## config.mk

```make
export PLATFORM = sky130hd
export DESIGN_NAME = sndcmd_tx
export DESIGN_NICKNAME = d
export VERILOG_FILES = /design/src/rtl/sndcmd_tx.sv
export SDC_FILE = /design/constraint.sdc
export NUM_CORES = 1
export LEC_CHECK = 0
export BUFFER_PORTS_ARGS = -buffer_cell sky130_fd_sc_hd__buf_2
export CORE_ASPECT_RATIO = 1.2
export CORE_UTILIZATION = 40
export CTS_CLUSTER_DIAMETER = 200
export DETAILED_ROUTE_END_ITERATION = 12
export MAX_ROUTING_LAYER = met4
export SETUP_SLACK_MARGIN = 0.5
export SYNTH_ARGS = -nofsm -noshare
export SYNTH_HDL_FRONTEND = slang
export SYNTH_SLANG_ARGS = --single-unit
```

## constraint.sdc

```tcl
create_clock -name clk_49m -period 6.8 [get_ports clk_49m]
set_clock_uncertainty 0.2 [all_clocks]
set_input_delay 0.68 -clock clk_49m [delete_from_list [all_inputs] [get_ports clk_49m]]
set_output_delay 0.68 -clock clk_49m [all_outputs]
set_load 0.005 [all_outputs]
```

## src/rtl/sndcmd_tx.sv

```systemverilog
// rtl/sndcmd_tx.sv - sound command transmitter: FIFO, cen_3m-aligned latch strobe, timed IRQ pulse.
// Optional macro SNDCMD_TX_DIRECT_EN adds direct_mode (unqueued writes, software-driven irq_trigger).
module sndcmd_tx #(
  parameter int DEPTH_LOG2 = 2,
  parameter int IRQ_HI_CYC = 64,
  parameter int GAP_CYC    = 8192
) (
  input  logic       clk_49m,
  input  logic       reset,
  input  logic       cen_3m,
  input  logic       cmd_wr,
  input  logic [7:0] cmd_data,
`ifdef SNDCMD_TX_DIRECT_EN
  input  logic       direct_mode,
`endif
  output logic       cs_sounddata,
  output logic [7:0] sound_data,
  output logic       irq_trigger,
  output logic       busy,
  output logic       full,
  output logic       overflow,
  input  logic       ovf_clr
);
  localparam int DEPTH   = 2 ** DEPTH_LOG2;
  localparam int MAX_CYC = (IRQ_HI_CYC > GAP_CYC) ? IRQ_HI_CYC : GAP_CYC;
  localparam int CNT_W   = (MAX_CYC > 1) ? $clog2(MAX_CYC) : 1;

  localparam logic [CNT_W-1:0]      HI_LOAD   = CNT_W'(IRQ_HI_CYC - 1);
  localparam logic [CNT_W-1:0]      GAP_LOAD  = CNT_W'(GAP_CYC - 1);
  localparam logic [CNT_W-1:0]      CNT_ONE   = 1;
  localparam logic [DEPTH_LOG2-1:0] PTR_ONE   = 1;
  localparam logic [DEPTH_LOG2:0]   COUNT_ONE = 1;
  localparam logic [DEPTH_LOG2:0]   DEPTH_CNT = (DEPTH_LOG2 + 1)'(DEPTH);

  typedef enum logic [1:0] {IDLE, LATCH, IRQ_HI, IRQ_LO} state_t;

  state_t                state, state_nxt;
  logic [CNT_W-1:0]      cnt, cnt_nxt;
  logic                  cs_nxt, irq_nxt;
  logic [7:0]            data_nxt;
  logic [7:0]            mem [DEPTH];
  logic [DEPTH_LOG2-1:0] wr_ptr, rd_ptr;
  logic [DEPTH_LOG2:0]   count, count_nxt;
  logic                  push, pop, drop, direct_act;

  // Full is the registered flag, so a same-cycle pop never makes room for a write.
  always_comb begin
    direct_act = 1'b0;
`ifdef SNDCMD_TX_DIRECT_EN
    direct_act = direct_mode && (state == IDLE);
`endif
    push = cmd_wr && !full && !direct_act;
    drop = cmd_wr && full && !direct_act;
  end

  always_comb begin
    state_nxt = state;
    cnt_nxt   = cnt;
    cs_nxt    = cs_sounddata;
    irq_nxt   = irq_trigger;
    data_nxt  = sound_data;
    pop       = 1'b0;
    case (state)
      IDLE: begin
`ifdef SNDCMD_TX_DIRECT_EN
        if (direct_act) begin
          if (cen_3m) cs_nxt = 1'b0;
          if (cmd_wr) begin
            cs_nxt   = 1'b1;
            data_nxt = cmd_data;
            if (cmd_data[7:1] == 7'h7F) irq_nxt = cmd_data[0];
          end
        end else
`endif
        if (count != '0) begin
          pop       = 1'b1;
          data_nxt  = mem[rd_ptr];
          cs_nxt    = 1'b1;
          irq_nxt   = 1'b0;
          state_nxt = LATCH;
        end else begin
          cs_nxt  = 1'b0;
          irq_nxt = 1'b0;
        end
      end
      LATCH: begin
        cs_nxt = 1'b1;
        if (cen_3m) begin
          cs_nxt    = 1'b0;
          irq_nxt   = 1'b1;
          cnt_nxt   = HI_LOAD;
          state_nxt = IRQ_HI;
        end
      end
      IRQ_HI: begin
        if (cnt == '0) begin
          irq_nxt   = 1'b0;
          cnt_nxt   = GAP_LOAD;
          state_nxt = IRQ_LO;
        end else begin
          cnt_nxt = cnt - CNT_ONE;
        end
      end
      default: begin
        if (cnt == '0) state_nxt = IDLE;
        else           cnt_nxt   = cnt - CNT_ONE;
      end
    endcase
  end

  always_comb begin
    count_nxt = count;
    if (push && !pop)      count_nxt = count + COUNT_ONE;
    else if (pop && !push) count_nxt = count - COUNT_ONE;
  end

  always_ff @(posedge clk_49m) begin
    if (reset) begin
      state        <= IDLE;
      cnt          <= '0;
      cs_sounddata <= 1'b0;
      irq_trigger  <= 1'b0;
      sound_data   <= 8'h00;
      wr_ptr       <= '0;
      rd_ptr       <= '0;
      count        <= '0;
      full         <= 1'b0;
      busy         <= 1'b0;
      overflow     <= 1'b0;
    end else begin
      state        <= state_nxt;
      cnt          <= cnt_nxt;
      cs_sounddata <= cs_nxt;
      irq_trigger  <= irq_nxt;
      sound_data   <= data_nxt;
      count        <= count_nxt;
      full         <= (count_nxt == DEPTH_CNT);
      busy         <= (count_nxt != '0) || (state_nxt != IDLE);
      if (push) wr_ptr <= wr_ptr + PTR_ONE;
      if (pop)  rd_ptr <= rd_ptr + PTR_ONE;
      if (ovf_clr)   overflow <= 1'b0;
      else if (drop) overflow <= 1'b1;
    end
  end

  always_ff @(posedge clk_49m) begin
    if (push) mem[wr_ptr] <= cmd_data;
  end

endmodule
```

==> flow_summary.ini <==
[synthesis]
synth_xor_area_share_pct = 0.839
synth_most_common_cell = dfxtp_1
synth-simple-area-share_pct = 15.3
synthTopCellsByArea = edfxtp_1, dfxtp_1, mux4_2
synth_top_family_by_area = compound AO/OA/AOI/OAI gates
synth-compound-area-share_pct = 15.8
syn_nets = 309
synthAdderAreaFrac_pct = 5.20
synth_flop_cell = dfxtp_1
yosysSeqAreaShare_pct = 53.1
synth_cells = 283
synth_area_leader_cell = edfxtp_1
synthArstFlopShare_pct = 0
ys_seq_elements = 67
synthMuxAreaShare_pct = 5.76
synth_commonest_cells = dfxtp_1, edfxtp_1, nand2_1, a21oi_1, nor2_1
ys.warnings.count = 0
synth_top_area_share_pct = 30.7
syn_area_um2 = 3130
synth_area_per_cell_um2 = 11.1
synth-edff-count = 32
yosysUniqueCellTypes = 54

[clock_network]
post_cts_buffers = 0
cts_buffer_depth = 2
clk_latency_ps = 340
htreeDepth = 3
clkSlewWorstSetupHoldPaths_ps = 80
clock-sinks = 67
clockRootBuffer = clkbuf_8
postCtsHoldBufs = 0
cts_tree = built
cts-buffers-inserted = 9
cts_resized = 0

[worst_setup_path]
cpLargestDelayFamily = compound AO/OA/AOI/OAI gates
regToRegSetupSlack_ps = 4220
r2r-end = cnt[0]
reg2reg_from = state[1]
critPathCaptureType = flip-flop
slowest_stage = a31oi_2
worst_setup_path_start_kind = flip-flop
critical_path.cell_chain = inv_1 > ha_1 > nand2b_1 > o21ai_0 > a31oi_2 > nand2_1 > o221a_2
r2r.worst_path.cells = 7
cp.arrival_ps = 2610
critPathMaxStageDelay_ps = 600
crit_required_ps = 6840
cp_max_fo = 13
cp.buffers_inverters = 1
crit_type = reg2reg

[sta]
fin_crit_ps = 2580
tns_ps = 0
drv_slew = 0
holdWs_ps = 254
hold_violations = 0
max-slew-margin-rel_pct = 43.1
clock.fmax_mhz = 388
finalCritPeriodShare_pct = 37.9
worst_slew_pin_slew_ps = 852
setup_violations = 0
rsz0062_at_grt = false

[die]
ioPinCount = 26
start_util_pct = 42.3
die_w_um = 82.8
die_h_um = 98.9
core_um2 = 7400
dieArea_um2 = 8190
rows = 34

[drt]
drtIter0Drc = 87
ant_nets = 0
drc = 0
first_pass_iters = 4
routed_wl_mm = 6.32
wl_per_cell_um = 15.7
via_per_inst = 5.52
vias = 2221

[cells_and_area]
fillers = 710
final_net_count = 333
fin_cells = 402
drive_gt1_share_pct = 19.6
area_growth_pct = 12.1
diodes = 0
fin_util_pct = 47.4

[global_route]
grt.total_usage_pct = 17.5
grt_antenna_before_repair = 0
overflow = 0
grt_max_degree = 30
grt_pass1_vias = 2107
grt_first_pass_wirelength_mm = 10.3

[placement]
placedCellCount = 386
place.gp.congestion = 0.833
hpwlAfterDp_mm = 4.26
port_buffers = 25

[worst_hold_path]
min_path_cells = 2
holdPathEnd = sound_data[7]
hold_start = sound_data[7]
hold_class = reg2reg

[power]
p_leak_nw = 1.33
power_density_nw_per_um2 = 509
power_mw = 1.79
vdd.ir_drop.worst_mv = 0.253

[run_status]
outcome = completed

[run]
drv_cap = 0
[tightest hold or removal path, stage by stage, from the launching register on]
cell     delay (ps)
dfxtp_1         310
nand2_1          50
a21oi_1          50
[area by class of cell]
type	instances	area, µm²	share of cell area [%]
sequential	67	1660	47.4
clock inverter	7	76.3	2.18
tap	90	113	3.21
clock buffer	9	124	3.53
inverter	18	67.6	1.93
multi-input combinational	186	1340	38.2
timing repair buffer	25	125	3.57
[layout by cell type (no fill, tap or decap), types with 2 or more instances in the layout]
cell type,Yosys,routed
nand3_1,6,6
nand4_1,3,3
o21a_1,2,2
nor4_4,2,2
and2_1,6,6
o221ai_1,2,2
a221oi_1,2,2
ha_1,13,13
clkinvlp_4,0,2
inv_1,18,18
nand2b_1,5,5
a21o_1,3,3
dfxtp_1,35,35
nor3_1,4,4
edfxtp_1,32,32
a21oi_1,28,28
xnor2_1,2,2
o21ai_0,10,10
nor2b_1,3,3
o221a_2,5,5
buf_2,3,25
mux4_2,8,8
inv_6,0,2
a211oi_1,4,4
and3_1,3,3
nor2_1,19,19
or3_1,2,2
nand2_1,30,30
clkbuf_8,0,9
[kinds of logic (layout without fill, tap and decap cells)]
kind of cell	count (synthesis)	after routing
XOR/XNOR	3	3
flip-flops	67	67
AO/OA/AOI/OAI	72	72
AND/OR/NAND/NOR	90	90
adder cells (fa/ha/maj)	13	13
buffers and inverters	30	59
multiplexers	8	8
[state kept, by name (all words and copies together) (netlist names)]
register      count
cnt              13
full              1
rd_ptr            2
count             3
state             2
irq_trigger       1
mem              32
overflow          1
sound_data        8
wr_ptr            2
cs_sounddata      1
busy              1
[routing by layer]
layer  global-route usage [%]  share of wire [%]  vias up
li1                         -                  -     1097
met1                     21.6                 45     1069
met2                     27.4                 50       44
met3                     2.87                3.2       11
met4                     8.62                1.6        0
met5                        -                  0        -
[power by group]
group / total (mW) / switching (mW) / internal, mW / leakage [nW]
logic: 0.819 / 0.473 / 0.346 / 0.649
clock network: 0.335 / 0.163 / 0.172 / 0.0962
registers: 0.632 / 0.104 / 0.527 / 0.581
[metrics by stage]
stage | cell area [µm²] | setup WS, ps
3_3_place_gp | 3310 | 4260
4_1_cts | 3510 | 4180
3_5_place_dp | 3310 | 4190
5_1_grt | 3510 | 3920
2_1_floorplan | 3130 | 4660
6_report | 3510 | 4220
[worst max-delay path by stage]
| stage | slack [ps] | to | cells after the start | start |
|---|---|---|---|---|
| 2_1_floorplan | 4660 | cnt[4] | 9 | cnt[0] |
| 3_3_place_gp | 4260 | busy | 6 | cmd_wr |
| 3_5_place_dp | 4190 | busy | 6 | cmd_wr |
| 4_1_cts | 4180 | cnt[9] | 7 | state[1] |
| 5_1_grt | 3920 | cnt[9] | 7 | state[1] |
| 6_report | 4220 | cnt[0] | 7 | state[1] |
(Power assumes the default switching activity.)
